`src/rtl/ddf_pkg.sv`:
```
// Shared types and helpers for the dynamic dataflow fabric join actors.
package ddf_pkg;

  typedef enum logic [1:0] {
    OP_PASS = 2'd0,
    OP_ADD  = 2'd1,
    OP_MAX  = 2'd2,
    OP_MIN  = 2'd3
  } op_e;

  localparam int TOK_MAX_W = 64;

  function automatic int tag_width(input int flux);
    return (flux > 1) ? $clog2(flux) : 1;
  endfunction

  // Token layout is {tag, data} with the tag in the MSBs; callers truncate to their token width.
  function automatic logic [TOK_MAX_W-1:0] pack_token(input logic [31:0] tag,
                                                      input logic [31:0] data,
                                                      input int data_w);
    return (TOK_MAX_W'(tag) << data_w) | TOK_MAX_W'(data);
  endfunction

endpackage

```
`src/rtl/ddf_rr_arbiter.sv`:
```
// Round-robin arbiter: grants the first request after the last grant, pointer advances on adv.
// Combinational grant; pointer update on the rising edge.
module ddf_rr_arbiter #(
  parameter  int N  = 2,
  localparam int IW = (N > 1) ? $clog2(N) : 1
) (
  input  logic          clk,
  input  logic          rst,
  input  logic [N-1:0]  req,
  input  logic          adv,
  output logic [N-1:0]  gnt,
  output logic [IW-1:0] idx,
  output logic          any
);

  logic [IW-1:0] last;
  logic [IW-1:0] cand;

  always_comb begin
    gnt  = '0;
    idx  = '0;
    any  = 1'b0;
    cand = '0;
    for (int i = 1; i <= N; i++) begin
      cand = IW'((int'(last) + i) % N);
      if (!any && req[cand]) begin
        any       = 1'b1;
        gnt[cand] = 1'b1;
        idx       = cand;
      end
    end
  end

  always_ff @(posedge clk or negedge rst) begin
    if (!rst) begin
      last <= IW'(N - 1);
    end else if (adv && any) begin
      last <= idx;
    end
  end

endmodule

```
`src/rtl/ddf_join_rr.sv`:
```
// Multi-port, multi-flux join: fires a flux when every port holds a token, combines them, emits one tagged result.
// Fire -> read in cycle N, result buffered at end of N+1, write from N+2; a 2-entry buffer absorbs full.
module ddf_join_rr
  import ddf_pkg::*;
#(
  parameter  int DATA_WIDTH = 8,
  parameter  int FLUX       = 2,
  parameter  int PORTS      = 2,
  localparam int TAG_W      = tag_width(FLUX),
  localparam int TOK_W      = DATA_WIDTH + TAG_W
) (
  input  logic                   clk,
  input  logic                   rst,
  input  logic [1:0]             op,
  output logic [TOK_W-1:0]       din,
  output logic                   write,
  input  logic                   full,
  input  logic [TOK_W*PORTS-1:0] dout,
  output logic [FLUX*PORTS-1:0]  read,
  input  logic [FLUX*PORTS-1:0]  empty,
  output logic                   tag_err
);

  logic [FLUX-1:0]       ready;
  logic [FLUX-1:0]       gnt;
  logic [TAG_W-1:0]      gnt_idx;
  logic                  gnt_any;
  logic                  fire;
  logic                  s2_vld;
  logic [TAG_W-1:0]      s2_tag;
  op_e                   s2_op;
  logic [1:0]            occ;
  logic [TOK_W-1:0]      ent [2];
  logic [TOK_W-1:0]      push_tok;
  logic [DATA_WIDTH-1:0] result;
  logic                  tag_mis;

  always_comb begin
    ready = '1;
    for (int f = 0; f < FLUX; f++) begin
      for (int p = 0; p < PORTS; p++) begin
        if (empty[p*FLUX+f]) ready[f] = 1'b0;
      end
    end
  end

  ddf_rr_arbiter #(.N(FLUX)) u_arb (
    .clk (clk),
    .rst (rst),
    .req (ready),
    .adv (fire),
    .gnt (gnt),
    .idx (gnt_idx),
    .any (gnt_any)
  );

  assign write = (occ != 2'd0) && !full;
  assign din   = ent[0];

  // Space check counts the in-flight S2 result and the head leaving this cycle; reset holds reads low.
  assign fire = rst && gnt_any &&
                (({1'b0, occ} + {2'b00, s2_vld} - {2'b00, write}) < 3'd2);

  always_comb begin
    read = '0;
    for (int p = 0; p < PORTS; p++) begin
      for (int f = 0; f < FLUX; f++) begin
        read[p*FLUX+f] = fire & gnt[f];
      end
    end
  end

  always_comb begin
    logic [DATA_WIDTH-1:0] d;
    logic [TAG_W-1:0]      t;
    result  = dout[DATA_WIDTH-1:0];
    tag_mis = 1'b0;
    d       = '0;
    t       = '0;
    for (int p = 0; p < PORTS; p++) begin
      d = dout[p*TOK_W +: DATA_WIDTH];
      t = dout[p*TOK_W+DATA_WIDTH +: TAG_W];
      if (t != s2_tag) tag_mis = 1'b1;
      if (p > 0) begin
        case (s2_op)
          OP_ADD:  result = result + d;
          OP_MAX:  if (d > result) result = d;
          OP_MIN:  if (d < result) result = d;
          default: ;
        endcase
      end
    end
  end

  assign push_tok = TOK_W'(pack_token(32'(s2_tag), 32'(result), DATA_WIDTH));

  always_ff @(posedge clk or negedge rst) begin
    if (!rst) begin
      s2_vld  <= 1'b0;
      s2_tag  <= '0;
      s2_op   <= OP_PASS;
      tag_err <= 1'b0;
    end else begin
      s2_vld <= fire;
      if (fire) begin
        s2_tag <= gnt_idx;
        s2_op  <= op_e'(op);
      end
      if (s2_vld && tag_mis) tag_err <= 1'b1;
    end
  end

  always_ff @(posedge clk or negedge rst) begin
    if (!rst) begin
      occ    <= 2'd0;
      ent[0] <= '0;
      ent[1] <= '0;
    end else begin
      case ({s2_vld, write})
        2'b10: begin
          if (occ == 2'd0) ent[0] <= push_tok;
          else             ent[1] <= push_tok;
          occ <= occ + 2'd1;
        end
        2'b01: begin
          ent[0] <= ent[1];
          occ    <= occ - 2'd1;
        end
        2'b11: begin
          if (occ == 2'd1) begin
            ent[0] <= push_tok;
          end else begin
            ent[0] <= ent[1];
            ent[1] <= push_tok;
          end
        end
        default: ;
      endcase
    end
  end

  a_no_overflow: assert property (@(posedge clk) disable iff (!rst)
    !(s2_vld && !write && occ == 2'd2));

endmodule
```
`config.mk`:
```
export PLATFORM = sky130hd
export DESIGN_NAME = ddf_join_rr
export DESIGN_NICKNAME = d
export VERILOG_FILES = /design/src/rtl/ddf_pkg.sv /design/src/rtl/ddf_rr_arbiter.sv /design/src/rtl/ddf_join_rr.sv
export SDC_FILE = /design/constraint.sdc
export NUM_CORES = 1
export LEC_CHECK = 0
export BUFFER_PORTS_ARGS = -buffer_cell sky130_fd_sc_hd__buf_2
export CAP_MARGIN = 10
export CORE_AREA = 2 2 65 74
export CTS_CLUSTER_SIZE = 40
export DETAILED_ROUTE_END_ITERATION = 12
export DIE_AREA = 0 0 67 76
export PLACE_DENSITY_LB_ADDON = 0.15
export SETUP_SLACK_MARGIN = 0.2
export SLEW_MARGIN = 20
export SYNTH_ARGS = -nofsm -noshare
export SYNTH_HDL_FRONTEND = slang
export SYNTH_SLANG_ARGS = --single-unit
```
`constraint.sdc`:
```
create_clock -name clk -period 4.07 [get_ports clk]
set_input_delay 0.2035 -clock clk [delete_from_list [all_inputs] [get_ports clk]]
set_output_delay 0.2035 -clock clk [all_outputs]
set_load 0.01 [all_outputs]
```
==> results.txt <==
- STA classifies the critical path startpoint as a flop.
- Clock skew on the completed layout was measured at 0.00237 ns.
* Share of final-layout standard cells stronger than drive strength 1: 21.5%
- GP Congestion: 0.807
* Pin count of the biggest net entering global routing: 28
* Cell area power density: 575 nW/um2
* Highest cell delay on the worst timing path: 0.52 ns
- IR analysis of the VDD net gives a maximum drop of 0.000191 V.
- Measured on the finished design, the core utilization comes to 59.5%.
- Compared with the post-synthesis result, the final layout area differs by 9.30%.
* Detailed router's first-iteration violation count: 103
- In the final routing, the length of wire on met1 measures 2420 um.
- Die area: 5090 um2
- The core region is 4420 um2.
- Number of antenna violations at the first check in global routing: 0
- Synthesized Nets: 333
- Across the run, the number of max-cap violations was 0.
- Across all layers, the routed design uses 2,117 vias.
- Setup violations, final: 0
* Capturing element type of the critical path: primary output
* Final worst path period share: 83.4%
- NumNets Final: 362
- Final hold violations: 0
* Data arrival time of the worst path: 3.19 ns
* Critical Path, Cell by Cell: inv_1 > ha_1 > nor2_1 > ha_1 > nand2b_1 > fa_1 > xnor2_1 > nand3_1 > a2111oi_2 > buf_2
- In the synthesized netlist the dominant register cell turns out to be dfrtp_1.
- The repair_antennas step left the layout with diodes totalling 0.
- Path type of the worst min-delay path: input port to flop
- The detail route stage leaves a number of antenna-violating nets equal to 0.
* Data required time at the worst endpoint: 3.87 ns
- During I/O placement, the number of pins put on the boundary was 42.
* Overall global routing resource usage: 21.8%
- The layout has 418 filler cells.
* CTS buffer count: 3
- Slew at the pin closest to its max-slew limit: 0.770 ns
- Uppermost layer routed: met4
- The Yosys step of the flow raised 0 warnings.
* DIE WIDTH: 67 um
* Type of the worst setup path: flop to primary output
- Number of H-tree branching levels: 1
- After detailed routing, the number of remaining DRC violations is 0.
- Final max-slew violation count: 0
* Wire length of the first global-routing pass: 8780 um
- The via count of the first global-routing pass came to 1,932.
- Cell repeated most along the worst path: ha_1
- Starting density of the core: 54.4%
* Drt pass-1 iters: 4
* RSZ-0062 raised after global routing: false
- Counting I/O delays and the setup requirement, the final critical path takes 3.39 ns.
- Max stage delay cell, worst path: a2111oi_2
* Tightest slew margin relative to the limit: 48.1%
- CTS placed an instance of clkbuf_8 at the clock tree root.
* Aggregate routed wire length: 5190 um
* Met3 Wirelength: 135 um
* Number of setup buffers added after CTS: 0
- Timing would allow up to 295 MHz.
* Netlist cell types: 58
* Detailed placement HPWL: 4030 um
- TritonCTS clock tree: built
- Clock-pin slew was measured on the worst setup and hold paths at 0.09 ns.
- Sequential element share of the synthesized area: 27.1%
* Met2 wire length: 2550 um
- The clock passes through at most 2 buffers.
- Cell area after synthesis: 2410 um2
- In this run the static leakage power is 0.00124 uW.
- Counting every sink on the clock net gives 26.
* Proportion of register bits with asynchronous set or reset after synthesis: 100%
- Total negative slack for setup checks: 0 ns
- Hold timing on the final database bottoms out at a slack of 0.121 ns.
- Critical Path Fanout Max: 6
- The total overflow left after global routing is 0.
* Mean area per synthesized cell: 8.51 um2
* Number of synthesized flops with an enable pin: 0
- Number of buffer cells added on primary ports: 41
- Counting every instance in the synthesized netlist gives 283.
- The flow ran to the end, and the final reports show no timing, DRC or antenna violations.
- Vias/cell: 5.77
* Total power: 1510 uW
* Clock latency reported for the late side of the worst-skew pair: 0.28 ns
- Height of the die: 76 um
- Row count: 26
- Counting flops and latches in the post-synthesis netlist gives 26.
- Dividing the detail-routed wire length by the instance count gives 14.1 um.
## kinds of logic (layout without fill, tap and decap cells)
kind of cell / after synthesis / count (layout) / share of synthesized area (%)
adders and majority gates: 23 / 23 / 12.6
AOI/OAI and AO/OA: 95 / 95 / 27.1
DFF: 26 / 26 / 27.1
xor gates and xnor gates: 5 / 5 / 1.82
and+or+nand+nor: 79 / 79 / 16.5
muxes: 15 / 15 / 6.70
buffers and inverters: 40 / 68 / 8.26
## routing by layer
layer | global-route usage [%] | vias to the layer above
li1 | - | 1058
met1 | 28.9 | 1014
met2 | 37.0 | 40
met3 | 1.33 | 5
met4 | 7.35 | 0
met5 | 0 | -
## final timing paths
path | startpoint | to | slack (ns) | cells after the start
worst max-delay path | occ[1] | read[1] | 0.68 | 10
worst min-delay path | op[0] | s2_op[0] | 0.12 | 3
worst max register to register | occ[1] | din[4] | 1.18 | 9
worst min register to register | tag_err | tag_err | 0.48 | 1
max in group asynchronous | rst | ent[6] | 3.20 | 2
min in group asynchronous | rst | tag_err | 0.46 | 2
## report_power, final
part           total [uW]  internal, uW  switching [uW]
combinational         847           382             464
sequential            515           383             132
clock                 153          70.3            82.8
## synthesized netlist by cell type, types with 2 or more instances
master / instances / area (um2)
nand2_1: 37 / 139
dfrtp_1: 25 / 626
a21oi_1: 21 / 105
ha_1: 21 / 263
inv_1: 21 / 78.8
o21ai_0: 21 / 105
nor2_1: 15 / 56.3
mux2i_1: 12 / 120
buf_4: 11 / 82.6
a22oi_1: 8 / 60.1
clkbuf_1: 7 / 26.3
a21boi_0: 5 / 37.5
o21a_1: 5 / 37.5
xnor2_1: 5 / 43.8
o21ai_1: 4 / 20.0
a31o_2: 3 / 26.3
nand2b_1: 3 / 18.8
nand3_1: 3 / 15.0
nor2b_1: 3 / 18.8
o221ai_1: 3 / 26.3
a21o_1: 2 / 15.0
a221oi_2: 2 / 30.0
a311oi_1: 2 / 17.5
a31oi_1: 2 / 12.5
and2_1: 2 / 12.5
fa_1: 2 / 40.0
mux2_4: 2 / 30.0
o221a_2: 2 / 22.5
o31a_1: 2 / 17.5
o31ai_1: 2 / 15.0
or2_2: 2 / 12.5
or3_1: 2 / 12.5
## worst max-delay path: cells and delay by family, from the launching register on
kind                     cells  cell delay, ns
flip-flops                   1            0.43
buffers and inverters        2            0.30
XOR/XNOR                     1            0.14
adder cells (fa/ha/maj)      3            0.90
AND/OR/NAND/NOR              3            0.61
AO/OA/AOI/OAI                1            0.52
## area by class of cell
class                   instances  area, um2  share of cell area [%]
well taps                      56       70.1                    2.66
inverters                      21       78.8                    2.99
repair buffers                 43        223                    8.46
flip-flops and latches         26        652                    24.8
multi-input cells             217       1560                    59.4
clock buffers                   4       45.0                    1.71
## state kept, by name (all words and copies together) (netlist names)
name / flops
ent: 9
s2_op: 2
s2_vld: 1
din: 9
s2_tag: 1
occ: 2
tag_err: 1
u_arb.last: 1
## what timing repair did
item	CTS	global route
endpoints found under the hold margin	25	0
gates resized for setup	0	2
endpoints found under the setup margin	0	2
hold buffers	1	0
## stage by stage
step | cells | area, um2 | worst slack, ns
final | 367 | 2630 | 0.677
after global routing | 367 | 2630 | 0.415
after CTS | 367 | 2630 | 0.331
after detailed placement | 362 | 2570 | 0.642
after global placement | 362 | 2570 | 0.719
after floorplan | 283 | 2410 | 0.473
## cells in the final DEF, fill, tap and decap left out, drive strengths merged, types with 5 or more instances in the layout
cell type and n:
ha 21, dfrtp 25, a21boi 5, a21oi 21, buf 42, a22oi 8
inv 21, nor2 16, o21a 5, o21ai 27, xnor2 5, nand2 38
mux2i 12
No activity file was read; power rests on OpenSTA's default activity.
